<file path="src/rtl/prbs_train_pkg.sv">
// Shared types and constants for the PRBS7 training controller and its word predictor.
package prbs_train_pkg;

    typedef enum logic [2:0] {
        IDLE  = 3'd0,
        CLEAR = 3'd1,
        SYNC  = 3'd2,
        CHECK = 3'd3,
        DONE  = 3'd4
    } train_state_e;

    // PRBS7 polynomial x^7 + x^6 + 1
    localparam int unsigned PRBS_ORDER = 7;
    localparam int unsigned PRBS_TAP_A = 7;
    localparam int unsigned PRBS_TAP_B = 6;

    // Generator clear reloads every register bit with this value
    localparam logic PRBS_SEED_BIT = 1'b1;

endpackage

</file>
<file path="src/rtl/prbs_train_if.sv">
// Control and datapath signals between the alignment FSM, the PRBS datapath and the training controller.
interface prbs_train_if #(
    parameter int unsigned NBITS = 8,
    parameter int unsigned ERR_W = 16
) ();

    logic             start_i;
    logic             abort_i;
    logic             rx_valid_i;
    logic [NBITS-1:0] rx_data_i;
    logic             prbs_en_o;
    logic             prbs_clear_o;
    logic             busy_o;
    logic             done_o;
    logic             pass_o;
    logic             sync_fail_o;
    logic [ERR_W-1:0] err_cnt_o;

    modport master (
        output start_i, abort_i, rx_valid_i, rx_data_i,
        input  prbs_en_o, prbs_clear_o, busy_o, done_o, pass_o, sync_fail_o, err_cnt_o
    );

    modport slave (
        input  start_i, abort_i, rx_valid_i, rx_data_i,
        output prbs_en_o, prbs_clear_o, busy_o, done_o, pass_o, sync_fail_o, err_cnt_o
    );

endinterface

</file>
<file path="src/rtl/prbs7_word_predict.sv">
// Purely combinational PRBS7 next-word predictor: given the previous NBITS-wide word,
// returns the word the generator emits next (oldest bit in the MSB).
module prbs7_word_predict
    import prbs_train_pkg::*;
#(
    parameter int unsigned NBITS = 8
) (
    input  logic [NBITS-1:0] prev_i,
    output logic [NBITS-1:0] pred_c_o
);

    localparam int unsigned SW = NBITS + PRBS_ORDER;

    // Seed the top of the shift history with the newest 7 bits, then extend it downward
    function automatic logic [NBITS-1:0] predict(input logic [NBITS-1:0] p);
        logic [SW-1:0] s;
        s = '0;
        s[SW-1:NBITS] = p[PRBS_ORDER-1:0];
        for (int i = NBITS - 1; i >= 0; i--) begin
            s[i] = s[i+PRBS_TAP_A] ^ s[i+PRBS_TAP_B];
        end
        return s[NBITS-1:0];
    endfunction

    always_comb begin
        pred_c_o = predict(prev_i);
    end

endmodule

</file>
<file path="src/rtl/prbs_train_ctrl.sv">
// PRBS7 RX training sequencer: clears/enables the generator, self-synchronises to the
// returned stream, counts word errors over a fixed window and reports pass/fail.
module prbs_train_ctrl
    import prbs_train_pkg::*;
#(
    parameter int unsigned NBITS        = 8,
    parameter int unsigned SYNC_WORDS   = 4,
    parameter int unsigned SYNC_TIMEOUT = 1024,
    parameter int unsigned CHECK_LEN    = 4096,
    parameter int unsigned ERR_THR      = 0,
    parameter int unsigned ERR_W        = 16
) (
    input  logic         clk_i,
    input  logic         reset_i,
    prbs_train_if.slave  bus
);

    localparam int unsigned TMO_W  = $clog2(SYNC_TIMEOUT + 1);
    localparam int unsigned WCNT_W = $clog2(CHECK_LEN + 1);
    localparam int unsigned MCNT_W = 4;

    train_state_e      state_q, state_d;
    logic [NBITS-1:0]  prev_q, prev_d;
    logic              have_prev_q, have_prev_d;
    logic [MCNT_W-1:0] match_q, match_d;
    logic [TMO_W-1:0]  tmo_q, tmo_d;
    logic [WCNT_W-1:0] wcnt_q, wcnt_d;
    logic [ERR_W-1:0]  err_q, err_d;
    logic              pass_q, pass_d;
    logic              sfail_q, sfail_d;
    logic              done_q, done_d;
    logic              en_q, en_d;
    logic              clr_q, clr_d;
    logic [NBITS-1:0]  pred;
    logic              mismatch;

    prbs7_word_predict #(.NBITS(NBITS)) u_predict (
        .prev_i   (prev_q),
        .pred_c_o (pred)
    );

    assign mismatch = (bus.rx_data_i != pred);

    always_comb begin
        state_d     = state_q;
        prev_d      = prev_q;
        have_prev_d = have_prev_q;
        match_d     = match_q;
        tmo_d       = tmo_q;
        wcnt_d      = wcnt_q;
        err_d       = err_q;
        pass_d      = pass_q;
        sfail_d     = sfail_q;
        done_d      = 1'b0;

        unique case (state_q)
            IDLE, DONE: begin
                if (bus.start_i) begin
                    state_d = CLEAR;
                    err_d   = '0;
                    pass_d  = 1'b0;
                    sfail_d = 1'b0;
                end
            end
            CLEAR: begin
                state_d     = SYNC;
                have_prev_d = 1'b0;
                match_d     = '0;
                tmo_d       = '0;
                wcnt_d      = '0;
            end
            SYNC: begin
                // Timeout runs on every cycle, valid or not
                tmo_d = tmo_q + TMO_W'(1);
                if (bus.rx_valid_i) begin
                    prev_d      = bus.rx_data_i;
                    have_prev_d = 1'b1;
                    if (!have_prev_q || mismatch) begin
                        match_d = '0;
                    end else begin
                        match_d = match_q + MCNT_W'(1);
                    end
                end
                if (match_d == MCNT_W'(SYNC_WORDS)) begin
                    state_d = CHECK;
                end else if (tmo_d == TMO_W'(SYNC_TIMEOUT)) begin
                    state_d = DONE;
                    sfail_d = 1'b1;
                    pass_d  = 1'b0;
                    done_d  = 1'b1;
                end
            end
            CHECK: begin
                if (bus.rx_valid_i) begin
                    prev_d = bus.rx_data_i;
                    wcnt_d = wcnt_q + WCNT_W'(1);
                    if (mismatch && (err_q != '1)) begin
                        err_d = err_q + ERR_W'(1);
                    end
                    if (wcnt_d == WCNT_W'(CHECK_LEN)) begin
                        state_d = DONE;
                        done_d  = 1'b1;
                        pass_d  = (err_d <= ERR_W'(ERR_THR));
                    end
                end
            end
            default: begin
                state_d = IDLE;
            end
        endcase

        // Abort wins over everything, including a simultaneous start
        if (bus.abort_i) begin
            state_d = IDLE;
            done_d  = 1'b0;
            pass_d  = 1'b0;
            err_d   = err_q;
            sfail_d = sfail_q;
        end

        en_d  = (state_d == CLEAR) || (state_d == SYNC) || (state_d == CHECK);
        clr_d = (state_d == CLEAR);
    end

    always_ff @(posedge clk_i) begin
        if (reset_i) begin
            state_q     <= IDLE;
            prev_q      <= {NBITS{PRBS_SEED_BIT}};
            have_prev_q <= 1'b0;
            match_q     <= '0;
            tmo_q       <= '0;
            wcnt_q      <= '0;
            err_q       <= '0;
            pass_q      <= 1'b0;
            sfail_q     <= 1'b0;
            done_q      <= 1'b0;
            en_q        <= 1'b0;
            clr_q       <= 1'b0;
        end else begin
            state_q     <= state_d;
            prev_q      <= prev_d;
            have_prev_q <= have_prev_d;
            match_q     <= match_d;
            tmo_q       <= tmo_d;
            wcnt_q      <= wcnt_d;
            err_q       <= err_d;
            pass_q      <= pass_d;
            sfail_q     <= sfail_d;
            done_q      <= done_d;
            en_q        <= en_d;
            clr_q       <= clr_d;
        end
    end

    assign bus.prbs_en_o    = en_q;
    assign bus.prbs_clear_o = clr_q;
    assign bus.busy_o       = en_q;
    assign bus.done_o       = done_q;
    assign bus.pass_o       = pass_q;
    assign bus.sync_fail_o  = sfail_q;
    assign bus.err_cnt_o    = err_q;

endmodule

</file>
<file path="src/flat_wrapper.sv">
// flat-port wrapper written by rule: the top's interface ports become plain ports
module prbs_train_ctrl_flat import prbs_train_pkg::*;
#(
    parameter int unsigned NBITS        = 8,
    parameter int unsigned SYNC_WORDS   = 4,
    parameter int unsigned SYNC_TIMEOUT = 1024,
    parameter int unsigned CHECK_LEN    = 4096,
    parameter int unsigned ERR_THR      = 0,
    parameter int unsigned ERR_W        = 16
)
  (clk_i, reset_i, bus_start_i, bus_abort_i, bus_rx_valid_i, bus_rx_data_i, bus_prbs_en_o, bus_prbs_clear_o, bus_busy_o, bus_done_o, bus_pass_o, bus_sync_fail_o, bus_err_cnt_o);
  prbs_train_if #(.NBITS(NBITS), .ERR_W(ERR_W)) bus_i ();
  input  logic clk_i;
  input  logic reset_i;
  input wire logic [$bits(bus_i.start_i)-1:0] bus_start_i;
  input wire logic [$bits(bus_i.abort_i)-1:0] bus_abort_i;
  input wire logic [$bits(bus_i.rx_valid_i)-1:0] bus_rx_valid_i;
  input wire logic [$bits(bus_i.rx_data_i)-1:0] bus_rx_data_i;
  output wire logic [$bits(bus_i.prbs_en_o)-1:0] bus_prbs_en_o;
  output wire logic [$bits(bus_i.prbs_clear_o)-1:0] bus_prbs_clear_o;
  output wire logic [$bits(bus_i.busy_o)-1:0] bus_busy_o;
  output wire logic [$bits(bus_i.done_o)-1:0] bus_done_o;
  output wire logic [$bits(bus_i.pass_o)-1:0] bus_pass_o;
  output wire logic [$bits(bus_i.sync_fail_o)-1:0] bus_sync_fail_o;
  output wire logic [$bits(bus_i.err_cnt_o)-1:0] bus_err_cnt_o;
  assign bus_i.start_i = bus_start_i;
  assign bus_i.abort_i = bus_abort_i;
  assign bus_i.rx_valid_i = bus_rx_valid_i;
  assign bus_i.rx_data_i = bus_rx_data_i;
  assign bus_prbs_en_o = bus_i.prbs_en_o;
  assign bus_prbs_clear_o = bus_i.prbs_clear_o;
  assign bus_busy_o = bus_i.busy_o;
  assign bus_done_o = bus_i.done_o;
  assign bus_pass_o = bus_i.pass_o;
  assign bus_sync_fail_o = bus_i.sync_fail_o;
  assign bus_err_cnt_o = bus_i.err_cnt_o;
  prbs_train_ctrl #(.NBITS(NBITS), .SYNC_WORDS(SYNC_WORDS), .SYNC_TIMEOUT(SYNC_TIMEOUT), .CHECK_LEN(CHECK_LEN), .ERR_THR(ERR_THR), .ERR_W(ERR_W)) u_core (.clk_i(clk_i), .reset_i(reset_i), .bus(bus_i));
endmodule
</file>
<file path="config.mk">
export PLATFORM = sky130hd
export DESIGN_NAME = prbs_train_ctrl_flat
export DESIGN_NICKNAME = d
export VERILOG_FILES = /design/src/rtl/prbs_train_pkg.sv /design/src/rtl/prbs_train_if.sv /design/src/rtl/prbs7_word_predict.sv /design/src/rtl/prbs_train_ctrl.sv /design/src/flat_wrapper.sv
export SDC_FILE = /design/constraint.sdc
export NUM_CORES = 1
export LEC_CHECK = 0
export CAP_MARGIN = 20
export CORE_UTILIZATION = 45
export CTS_BUF_LIST = sky130_fd_sc_hd__clkbuf_16
export DETAILED_ROUTE_END_ITERATION = 7
export PLACE_DENSITY = 0.65
export RECOVER_POWER = 50
export SYNTH_ARGS = -nofsm -noshare
export SYNTH_HDL_FRONTEND = slang
export SYNTH_SLANG_ARGS = --single-unit
</file>
<file path="constraint.sdc">
create_clock -name clk_i -period 4.21 [get_ports clk_i]
set_clock_uncertainty 0.05 [all_clocks]
set_input_delay 0.842 -clock clk_i [delete_from_list [all_inputs] [get_ports clk_i]]
set_output_delay 0.842 -clock clk_i [all_outputs]
set_load 0.02 [all_outputs]
</file>
# [Word-level counts from Yosys, hierarchy flattened]
# Index checks and enable logic that the tools add are counted.
[op_classes] n_addsub=4 n_lt_le_gt_ge=1 n_eq_ne=18 n_mux=36 bitwise_logic=9 reduce_logical=20
[op_table] op="16-bit 2-to-1 mux" count=5
[op_table] op="16-bit one-hot mux with 2 select lines" count=1
[op_table] op="13-bit one-hot mux with 2 select lines" count=1
[op_table] op="11-bit one-hot mux with 2 select lines" count=1
[op_table] op="3-bit 2-to-1 mux" count=6
[op_table] op="16-bit by 1-bit adder with 16-bit output (second input constant)" count=1
[op_table] op="16-bit by 1-bit less-or-equal comparator with 1-bit output (second input constant)" count=1
[op_table] op="16-bit inequality test (second input constant)" count=1
[op_table] op="13-bit by 1-bit adder with 13-bit output (second input constant)" count=1
[op_table] op="13-bit == test (second input constant)" count=1
[op_table] op="13-bit 2-to-1 mux" count=1
[op_table] op="3-bit by 2-bit == test with 1-bit output (second input constant)" count=4
[op_table] op="1-bit 2-to-1 mux" count=12
[op_table] op="4-bit 2-to-1 mux" count=3
[op_table] op="3-bit one-hot mux with 4 select lines" count=1
[op_table] op="11-bit by 1-bit adder with 11-bit output (second input constant)" count=1
[op_table] op="11-bit == test (second input constant)" count=1
[op_table] op="2-bit inequality test (second input constant)" count=4
[op_table] op="8-bit inequality test" count=1
[op_table] op="4-bit one-hot mux with 2 select lines" count=1
[op_table] op="2-bit nonzero test" count=4
[op_table] op="1-bit XOR" count=8
[op_table] op="3-bit by 1-bit == test with 1-bit output (second input constant)" count=2
[op_table] op="1-bit one-hot mux with 2 select lines" count=3
[op_table] op="16 further kinds" count=23
[totals] regBits=60 in_bits=13 out_inout_bits=22 elab_cells=100

# [Longest topological paths before layout]
# Gate-level depths: netlist of run 1.
[depth] ltp_word=14 ltp_mapped=10

# [Cells and area by module]
# Synthesis of run 1 repeated with hierarchy kept, for this count alone.
[hier_totals] hier_cells=485 area_unflattened_um2=3743.6
[modules_own_cells] mod="prbs_train_ctrl" instances=1 cells_per_inst=477 area_each_um2=3658.5
[modules_own_cells] mod="prbs7_word_predict" instances=1 cells_per_inst=8 area_each_um2=85.1

# [Worst setup path before layout of run 1]
# No wires, ideal clock.
[synth_path] path_kind="input-to-reg" start="input port bus_rx_data_i[3]" end="register u_core.err_q[2] (netlist: u_core.bus.err_cnt_o[2])" t_arrival_ns=2.584 required_time_ns=4.090 slack_ns=1.506 stages=8 path_buffers=1 cell_sequence="xor2_1 -> and3_1 -> o22ai_2 -> o21ai_2 -> or3_1 -> buf_2 -> or3b_1 -> a21oi_1"
[synth_via] elab_chain_cells=7
[synth_lines] item="from (decl)" line="flat_wrapper.sv:18" rtl="input wire logic [$bits(bus_i.rx_data_i)-1:0] bus_rx_data_i;"
[synth_lines] item="8-bit inequality test" line="prbs_train_ctrl.sv:42" rtl="assign mismatch = (bus.rx_data_i != pred);"
[synth_lines] item="1-bit logical AND" line="prbs_train_ctrl.sv:97" rtl="if (mismatch && (err_q != '1)) begin"
[synth_lines] item="16-bit 2-to-1 mux" line="prbs_train_ctrl.sv:97"
[synth_lines] item="16-bit 2-to-1 mux" line="prbs_train_ctrl.sv:94" rtl="if (bus.rx_valid_i) begin"
[synth_lines] item="16-bit 2-to-1 mux" line="prbs_train_ctrl.sv:56" rtl="unique case (state_q)"
[synth_lines] item="16-bit 2-to-1 mux" line="prbs_train_ctrl.sv:94"
[synth_lines] item="16-bit one-hot mux with 2 select lines" line="prbs_train_ctrl.sv:56"
[synth_lines] item="to (signal assigned)" line="prbs_train_ctrl.sv:146" rtl="err_q <= err_d;"
[synth_lines] item="to (decl)" line="prbs_train_ctrl.sv:28" rtl="logic [ERR_W-1:0] err_q, err_d;"
# Every way passes these cells. The select of a mux whose other input is x is not followed.
# A chain may end at the register's enable or synchronous reset.

# [Final worst setup path of run 1]
[layout_path] start="input port bus_rx_valid_i" end="register u_core.err_q[2] (netlist: u_core.bus.err_cnt_o[2])"
[layout_via] elab_chain_cells=2
[layout_lines] item="from (decl)" line="flat_wrapper.sv:17" rtl="input wire logic [$bits(bus_i.rx_valid_i)-1:0] bus_rx_valid_i;"
[layout_lines] item="2-bit inequality test (no line)"
[layout_lines] item="4-bit AND reduction (no line)"
# Every way passes these cells.

==> results of run 1 <==
registers in the layout, summed over array words and instances (netlist names):
| register | flops |
|---|---|
| u_core.bus.busy_o | 1 |
| u_core.bus.done_o | 1 |
| u_core.bus.err_cnt_o | 16 |
| u_core.bus.pass_o | 1 |
| u_core.bus.prbs_clear_o | 1 |
| u_core.bus.sync_fail_o | 1 |
| u_core.have_prev_q | 1 |
| u_core.match_q | 4 |
| u_core.prev_q | 7 |
| u_core.state_q | 3 |
| u_core.tmo_q | 11 |
| u_core.wcnt_q | 13 |
cell families after synthesis:
logic type	after synthesis
muxes	2
AOI/OAI and AO/OA	136
and+or+nand+nor	240
DFF	60
buffers and inverters	33
adders and majority gates	4
xor gates and xnor gates	21
stage by stage:
stage / hold WS [ns] / util / setup slack [ns] / std cells / cell area (um2)
after global routing: 0.459 / 0.551 / 0.566 / 627 / 4300
after global placement: 0.423 / 0.521 / 0.717 / 611 / 4070
after detailed placement: 0.429 / 0.521 / 0.614 / 611 / 4070
after CTS: 0.437 / 0.554 / 0.932 / 627 / 4320
after floorplan: 0.403 / - / 1.51 / 496 / 3680
final: 0.436 / 0.551 / 0.756 / 627 / 4300
metal layers:
layer,share of wire,vias up
met1,0.48,1722
met5,0,-
met2,0.46,95
met4,0.017,0
li1,-,1841
met3,0.044,15
cell usage after synthesis (all sizes together) (9+ instances only):
master	n
xor2	9
o21ai	40
nand3	20
a22oi	10
nand2	63
xnor2	12
nor2	76
dfxtp	60
clkbuf	18
nor3	18
nor4	9
a21oi	40
power by group through the flow:
stage                     Clock [uW]  Sequential, uW  Combinational, uW
final                            633             576               72.7
after global routing             667             576               81.0
after CTS                        649             576               74.6
after detailed placement           0             588               74.3
after global placement             0             587               73.2
after floorplan                    0             587               45.5
cell usage in the layout, fill, tap and decap left out, types with 3 or more instances in the layout:
cell type,count
a21oi_1,40
a22oi_1,10
a311oi_1,5
a31oi_1,8
and2_1,4
and3_1,7
buf_4,3
clkbuf_16,9
clkdlybuf4s50_1,10
dfxtp_1,60
dlygate4sd3_1,23
ha_1,4
inv_1,12
nand2_1,63
nand2b_1,5
nand3_1,18
nand3b_1,8
nand4_1,7
nor2_1,74
nor2b_1,5
nor3_1,18
nor4_1,8
o211a_1,3
o21ai_0,37
o31ai_1,4
or3_1,7
xnor2_1,12
xor2_1,9
worst register-to-register path, stage by stage (launching register included):
cell and delay [ns]:
dfxtp_1 0.46, ha_1 0.32, nand3_1 0.25, nor2_1 0.32, nand4_1 0.21, o21ai_2 0.30, mux2i_1 0.15, a2111oi_0 0.38
o2111ai_1 0.18, o31ai_1 0.25
final cells by class:
| type | instances | area [um2] | share of cell area |
|---|---|---|---|
| clock buffer | 9 | 225 | 0.0523 |
| clock inverter | 7 | 28.8 | 0.00669 |
| timing repair buffer | 38 | 362 | 0.0840 |
| sequential | 60 | 1200 | 0.279 |
| multi-input combinational | 403 | 2330 | 0.541 |
| tap | 102 | 128 | 0.0297 |
| inverter | 8 | 30.0 | 0.00698 |
how the worst max path moves through the flow:
stage | from | depth (start not counted) | slack [ns] | endpoint
3_3_place_gp | bus_rx_valid_i | 8 | 0.72 | u_core.bus.err_cnt_o[2]
3_5_place_dp | bus_rx_data_i[5] | 9 | 0.61 | u_core.bus.pass_o
2_1_floorplan | bus_rx_data_i[3] | 8 | 1.51 | u_core.bus.err_cnt_o[2]
6_report | bus_rx_valid_i | 8 | 0.76 | u_core.bus.err_cnt_o[2]
5_1_grt | bus_rx_valid_i | 8 | 0.57 | u_core.bus.err_cnt_o[6]
4_1_cts | bus_rx_data_i[5] | 9 | 0.93 | u_core.bus.pass_o
==> flow_summary.toml, run 1 <==
[logic_synthesis]
netlist_instances = 496
synth-compound-area-share = 0.240
yosysWarnings = 0
avgSynthCellArea_um2 = 7.42
synth_largest_area_cell = "dfxtp_1"
synthArstFlopShare = 0
synth_top_area_share = 0.326
syn_nets = 513
synthDistinctLibCells = 68
ys.flop_type = "dfxtp_1"
synth_top_family_by_area = "simple AND/OR/NAND/NOR gates"
synthTopCellsByArea = "dfxtp_1, nor2_1, nand2_1"
synthAdderAreaFrac = 0.0136
synthSimpleGateAreaFrac = 0.328
ys_ff_latch = 60
synthesis.area_um2 = 3680
synthMuxAreaShare = 0.00544
synth-xor-area-share = 0.0500
synth_edf_count = 0
ys_seq_area_frac = 0.326

[power]
internal_power_uw = 985
p_sw_uw = 297
cellPowerDensity_nw_per_um2 = 298
p_sw_frac = 0.232
clkPwrFrac = 0.494
p_comb_frac = 0.057
seq_power_share = 0.449
irDropWorstVdd_mv = 0.210
power_uw = 1280
p_leak_uw = 0.00156

[floorplan]
ios = 35
start_util = 0.471
coreArea_um2 = 7810
fp.dieH_um = 92.4
die_w_um = 92.4
dieArea_um2 = 8540
num_rows = 32

[setup_path]
ff2ff_setup_slack_ns = 1.25
end_kind = "flip-flop"
timing.rr.start = "u_core.bus.err_cnt_o[0]"
cp-start-kind = "input pin"
critPathMaxFanout = 11
critical_path.top_delay_family = "simple AND/OR/NAND/NOR gates"
r2r_end = "u_core.bus.pass_o"
reg2regPathDepth = 9
crit_path_top_delay_cell = "dlygate4sd3_1"
arrival_ns = 3.66
required_ns = 4.41
cpPeakStageDelay_ns = 0.72
path_cells = "dlygate4sd3_1 -> inv_1 -> nor3_1 -> nand2_1 -> a21o_1 -> or3_1 -> or3b_1 -> a21oi_1"
path_class = "in -> reg"
crit_buf_inv = 2

[timing]
relSlewSlack = 0.348
hold_viol_final = 0
max_freq_mhz = 289
setup_violations = 0
fin_tns_setup_ns = 0
drv_slew = 0
fin_crit_sh = 0.821
fin_crit_ns = 3.45
rsz0062_at_grt = "false"
tightestPinTransition_ns = 0.971

[drt]
dr.pass1.iters = 5
routed_wl_um = 9380
viasPerCell = 5.86
drtIter0Drc = 200
antenna_left = 0
vias = 3673
drc = 0
post_drt_wl_per_cell_um = 15.0

[grt]
use_met3 = 0.0493
grtUsageMet2 = 0.375
busiest_layer = "met2"
grt_antenna_before_repair = 0
grt_first_pass_wirelength_um = 16100
grt_use_total = 0.233
met1_usage = 0.303
grt_max_degree = 55
grt_pass1_vias = 3414
overflow = 0

[final_layout]
nets = 537
antenna_cells = 0
layout-drive-gt1-share = 0.0571
fill_cells = 776
area_growth_pct = 16.9

[clock_tree]
ctsResizeCount = 0
clkTransAtPathRegs_ns = 0.05
clk_latency_ns = 0.33
cts_made_buffers = 9
clockBufferDepth = 2
cts_setup_buffers = 0
cts.sinks = 60
cts-root-buf = "clkbuf_16"
tritoncts = "done"
cts_hold_buffers = 0
htree_levels = 3

[run]
cap_violations = 0

[placed_design]
place_congestion = 0.868
dpl.hpwl_um = 6400
port_buffers = 34

[worst_hold_path]
hold_depth = 2
whs_endpoint = "u_core.prev_q[1]"
hold_class = "reg -> reg"
min_from = "u_core.prev_q[1]"

[outcome]
outcome = "completed"
No activity file was read; power rests on OpenSTA's default activity.
==> inputs of run 2 (changes only) <==
==> constraint.sdc (replaced) <==
create_clock -name clk_i -period 3.2 [get_ports clk_i]
set_clock_uncertainty 0.05 [all_clocks]
set_input_delay 0.64 -clock clk_i [delete_from_list [all_inputs] [get_ports clk_i]]
set_output_delay 0.64 -clock clk_i [all_outputs]
set_load 0.02 [all_outputs]
==> flow_summary.toml, run 2 (synthesized netlist as in run 1, its figures left out) <==
[drt]
antenna_left = 0
post_drt_wl_per_cell_um = 14.9
routed_wl_um = 9500
dr.pass1.iters = 7
drc = 0
viasPerCell = 5.93
vias = 3783
drtIter0Drc = 178

[setup_path]
end_kind = "flip-flop"
critPathMostFrequentCell = "clkbuf_1"
critPathMaxFanout = 8
cpPeakStageDelay_ns = 0.60
path_class = "in -> reg"
required_ns = 3.38
arrival_ns = 3.17
cp-start-kind = "input pin"
path_cells = "dlygate4sd3_1 -> inv_1 -> nor3_1 -> clkbuf_1 -> and2_0 -> clkbuf_1 -> o21ai_0 -> a311oi_1"
crit_path_top_delay_cell = "dlygate4sd3_1"

[timing]
fin_crit_ns = 2.98
relSlewSlack = 0.611
fin_crit_sh = 0.933
max_freq_mhz = 335
drv_slew = 0
setup_violations = 0
fin_ws_ns = 0.216
hold_viol_final = 0
tightestPinTransition_ns = 0.583
rsz0062_at_grt = "false"

[grt]
use_met3 = 0.0509
grt_use_total = 0.236
grt_antenna_before_repair = 0
grt_first_pass_wirelength_um = 16200
grtUsageMet2 = 0.398
grt_max_degree = 55
met1_usage = 0.295
overflow = 0
busiest_layer = "met2"
grt_pass1_vias = 3434

[final_layout]
stdcell_count = 638
antenna_cells = 0
largest_reg_flops = 16
final_common_cell = "nor2_1"
layout-drive-gt1-share = 0.0765
area_growth_pct = 19.9
nets = 550
final_cell_mix = "nor2_1, nand2_1, dfxtp_1, a21oi_1, o21ai_0"

[placed_design]
dp.cells = 622
port_buffers = 34
place_ws_ns = -0.0250
place_congestion = 0.861
dpl.hpwl_um = 6550

[worst_hold_path]
hold_class = "reg -> reg"

[floorplan]
die_w_um = 92.4
dieArea_um2 = 8540
coreArea_um2 = 7810
num_rows = 32
fp.dieH_um = 92.4
ios = 35
start_util = 0.471

[outcome]
outcome = "completed"

[run]
cap_violations = 0

[clock_tree]
clockBufferDepth = 2
htree_levels = 3
cts.sinks = 60
cts_made_buffers = 9
ctsResizeCount = 0
clk_latency_ns = 0.32
tritoncts = "done"
clkTransAtPathRegs_ns = 0.05
cts-root-buf = "clkbuf_16"

[power]
irDropWorstVdd_mv = 0.270
p_leak_uw = 0.00160
p_comb_frac = 0.056
p_sw_frac = 0.216
seq_power_share = 0.432
cellPowerDensity_nw_per_um2 = 398
internal_power_uw = 1370
p_sw_uw = 380
clkPwrFrac = 0.512
## run 2: worst paths after layout
| check | start | endpoint | slack, ns | cells after the start |
|---|---|---|---|---|
| max | bus_rx_valid_i | u_core.wcnt_q[5] | 0.22 | 8 |
| min | u_core.bus.pass_o | u_core.bus.pass_o | 0.45 | 2 |
| max reg2reg | u_core.bus.err_cnt_o[0] | u_core.bus.pass_o | 0.34 | 10 |
| min reg2reg | u_core.bus.pass_o | u_core.bus.pass_o | 0.45 | 2 |
## run 2: critical path, delay by kind of cell
family | cells | cell delay [ns]
simple gates | 2 | 0.65
compound gates | 2 | 0.43
buf+inv | 4 | 1.45
## run 2: layout make-up
| class | instances | area [um2] |
|---|---|---|
| Sequential cell | 60 | 1200 |
| Clock buffer | 9 | 225 |
| Tap cell | 102 | 128 |
| Fill cell | 764 | 3400 |
| Multi-Input combinational cell | 403 | 2330 |
| Inverter | 8 | 30.0 |
| Clock inverter | 5 | 46.3 |
| Timing Repair Buffer | 51 | 452 |
## run 2: metal layers
| layer | vias up | part of all wire |
|---|---|---|
| met5 | - | 0 |
| met4 | 0 | 0.019 |
| met3 | 16 | 0.058 |
| met2 | 117 | 0.47 |
| met1 | 1779 | 0.45 |
| li1 | 1871 | - |
## run 2: per-stage QoR
stage	power, uW	util	instance area (um2)	hold WS, ns	setup TNS (ns)
2_1_floorplan	833	-	3680	0.403	0
3_3_place_gp	872	0.532	4150	0.424	0
3_5_place_dp	873	0.532	4150	0.432	-0.0250
4_1_cts	1780	0.567	4420	0.441	0
5_1_grt	1830	0.565	4410	0.475	0
6_report	1750	0.565	4410	0.446	0
## run 2: power by group through the flow
| stage | sequential [uW] | clock [uW] | combinational (uW) |
|---|---|---|---|
| 3_3_place_gp | 773 | 0 | 98.9 |
| 5_1_grt | 758 | 962 | 108 |
| 3_5_place_dp | 773 | 0 | 99.6 |
| 4_1_cts | 758 | 920 | 100 |
| 2_1_floorplan | 773 | 0 | 59.9 |
| 6_report | 758 | 899 | 97.8 |
## run 2: what timing repair did
action / in CTS / in global routing
endpoints found under the hold margin: 0 / 0
setup buffers: 0 / 2
setup endpoints to repair: 0 / 1
hold buffers: 0 / 0
==> inputs of run 3 (changes only) <==
--- a/config.mk
+++ b/config.mk
@@ -6,10 +6,9 @@
 export NUM_CORES = 1
 export LEC_CHECK = 0
 export CAP_MARGIN = 20
-export CORE_UTILIZATION = 45
+export CORE_UTILIZATION = 42
 export CTS_BUF_LIST = sky130_fd_sc_hd__clkbuf_16
 export DETAILED_ROUTE_END_ITERATION = 7
-export PLACE_DENSITY = 0.65
 export RECOVER_POWER = 50
 export SYNTH_ARGS = -nofsm -noshare
 export SYNTH_HDL_FRONTEND = slang
==> flow_summary.toml, run 3 (synthesized netlist as in run 1, its figures left out) <==
[outcome]
outcome = "completed"

[worst_hold_path]
hold_class = "reg -> reg"

[drt]
antenna_left = 0
viasPerCell = 5.81
dr.pass1.iters = 5
post_drt_wl_per_cell_um = 14.8
drc = 0
vias = 3733
routed_wl_um = 9540
drtIter0Drc = 113

[grt]
overflow = 0
grt_max_degree = 55
grt_antenna_before_repair = 0
grt_first_pass_wirelength_um = 15900
grt_pass1_vias = 3344
grt_use_total = 0.227

[placed_design]
place_ws_ns = -0.0111
port_buffers = 34
dpl.hpwl_um = 6690
dpl-instance-area_um2 = 4170
place_congestion = 0.965

[timing]
fin_ws_ns = 0.320
hold_viol_final = 0
hold_ws_ns = 0.438
setup_violations = 0
fin_crit_sh = 0.900
rsz0062_at_grt = "false"
relSlewSlack = 0.605
max_freq_mhz = 347
tightestPinTransition_ns = 0.587
drv_slew = 0
fin_crit_ns = 2.88

[clock_tree]
cts.sinks = 60
clkTransAtPathRegs_ns = 0.05
cts-root-buf = "clkbuf_16"
clk_latency_ns = 0.33
clockBufferDepth = 2
tritoncts = "done"
cts_setup_buffers = 0
htree_levels = 3
cts_made_buffers = 9

[setup_path]
arrival_ns = 3.11
required_ns = 3.43
cpPeakStageDelay_ns = 0.50
path_class = "in -> reg"
path_cells = "clkdlybuf4s50_1 -> xor2_1 -> mux2i_1 -> o211ai_2 -> buf_4 -> nor2_8 -> a41oi_1 -> or3_1 -> a2111oi_2 -> or2_1"
critPathMaxFanout = 8
crit_path_top_delay_cell = "clkdlybuf4s50_1"
cp-start-kind = "input pin"
end_kind = "flip-flop"

[final_layout]
ff_latch_area_um2 = 1200
final_cell_mix = "nor2_1, nand2_1, dfxtp_1, a21oi_1, o21ai_0"
antenna_cells = 0
layout-drive-gt1-share = 0.0892
fill_cells = 821
largest_reg_flops = 16
final_util = 0.537
area_growth_pct = 21.8
final_cell_area_um2 = 4480
nets = 550
final_common_cell = "nor2_1"
multi_input_area_um2 = 2350

[power]
irDropWorstVdd_mv = 0.280
cellPowerDensity_nw_per_um2 = 422
power_uw = 1890
p_leak_uw = 0.00162

[floorplan]
coreArea_um2 = 8340
num_rows = 33
die_w_um = 95.6
dieArea_um2 = 9140
ios = 35
fp.dieH_um = 95.6
start_util = 0.441

[run]
cap_violations = 0
-- run 3: cell types whose count changed in the layout (fill, tap and decap cells not counted), sizes merged --
cell and delta:
buf +1, bufinv +1, clkbuf -1, clkdlybuf4s50 -2, clkinv -1, clkinvlp +3
dlygate4sd3 +2, inv -1
-- run 3: timing repair --
item / in CTS / in global routing
hold buffers: 0 / 0
resized for setup: 0 / 2
endpoints found under the setup margin: 0 / 1
-- run 3: layout make-up --
cell class                 instances  share of cell area
multi-input combinational        403               0.524
sequential                        60               0.268
timing repair buffer              51               0.102
clock buffer                       9              0.0503
tap                              105              0.0293
clock inverter                     7              0.0204
inverter                           8             0.00670
-- run 3: where the power goes --
group	total, uW	switching (uW)	leakage, uW	internal, uW
registers	757	5.68	0.000484	752
logic	102	59.8	0.000991	41.8
clock network	1030	355	0.000145	676
-- run 3: per-stage QoR --
| step | instances | setup TNS [ns] |
|---|---|---|
| 2_1_floorplan | 496 | 0 |
| 3_3_place_gp | 627 | 0 |
| 3_5_place_dp | 627 | -0.0111 |
| 4_1_cts | 643 | 0 |
| 5_1_grt | 643 | 0 |
| 6_report | 643 | 0 |
-- run 3: layer usage --
metal  vias up  share of wire  GRT usage
met3        19          0.037     0.0359
met1      1762           0.46      0.280
met2        80           0.47      0.385
li1       1872              -          -
met5         -              0          0
met4         0          0.024      0.108
-- run 3: worst paths after layout --
kind	depth (start not counted)	from	end	slack [ns]
setup reg to reg	9	u_core.bus.err_cnt_o[1]	u_core.bus.pass_o	0.44
hold / removal	2	u_core.bus.pass_o	u_core.bus.pass_o	0.44
hold reg to reg	2	u_core.bus.pass_o	u_core.bus.pass_o	0.44
setup / recovery	10	bus_rx_data_i[5]	u_core.bus.busy_o	0.32
-- run 3: worst max-delay path: cells and delay by family --
kind | cells | cell delay, ns
xor+xnor | 1 | 0.19
mux | 1 | 0.24
compound gates | 3 | 0.72
simple gates | 3 | 0.64
buf+inv | 2 | 0.68
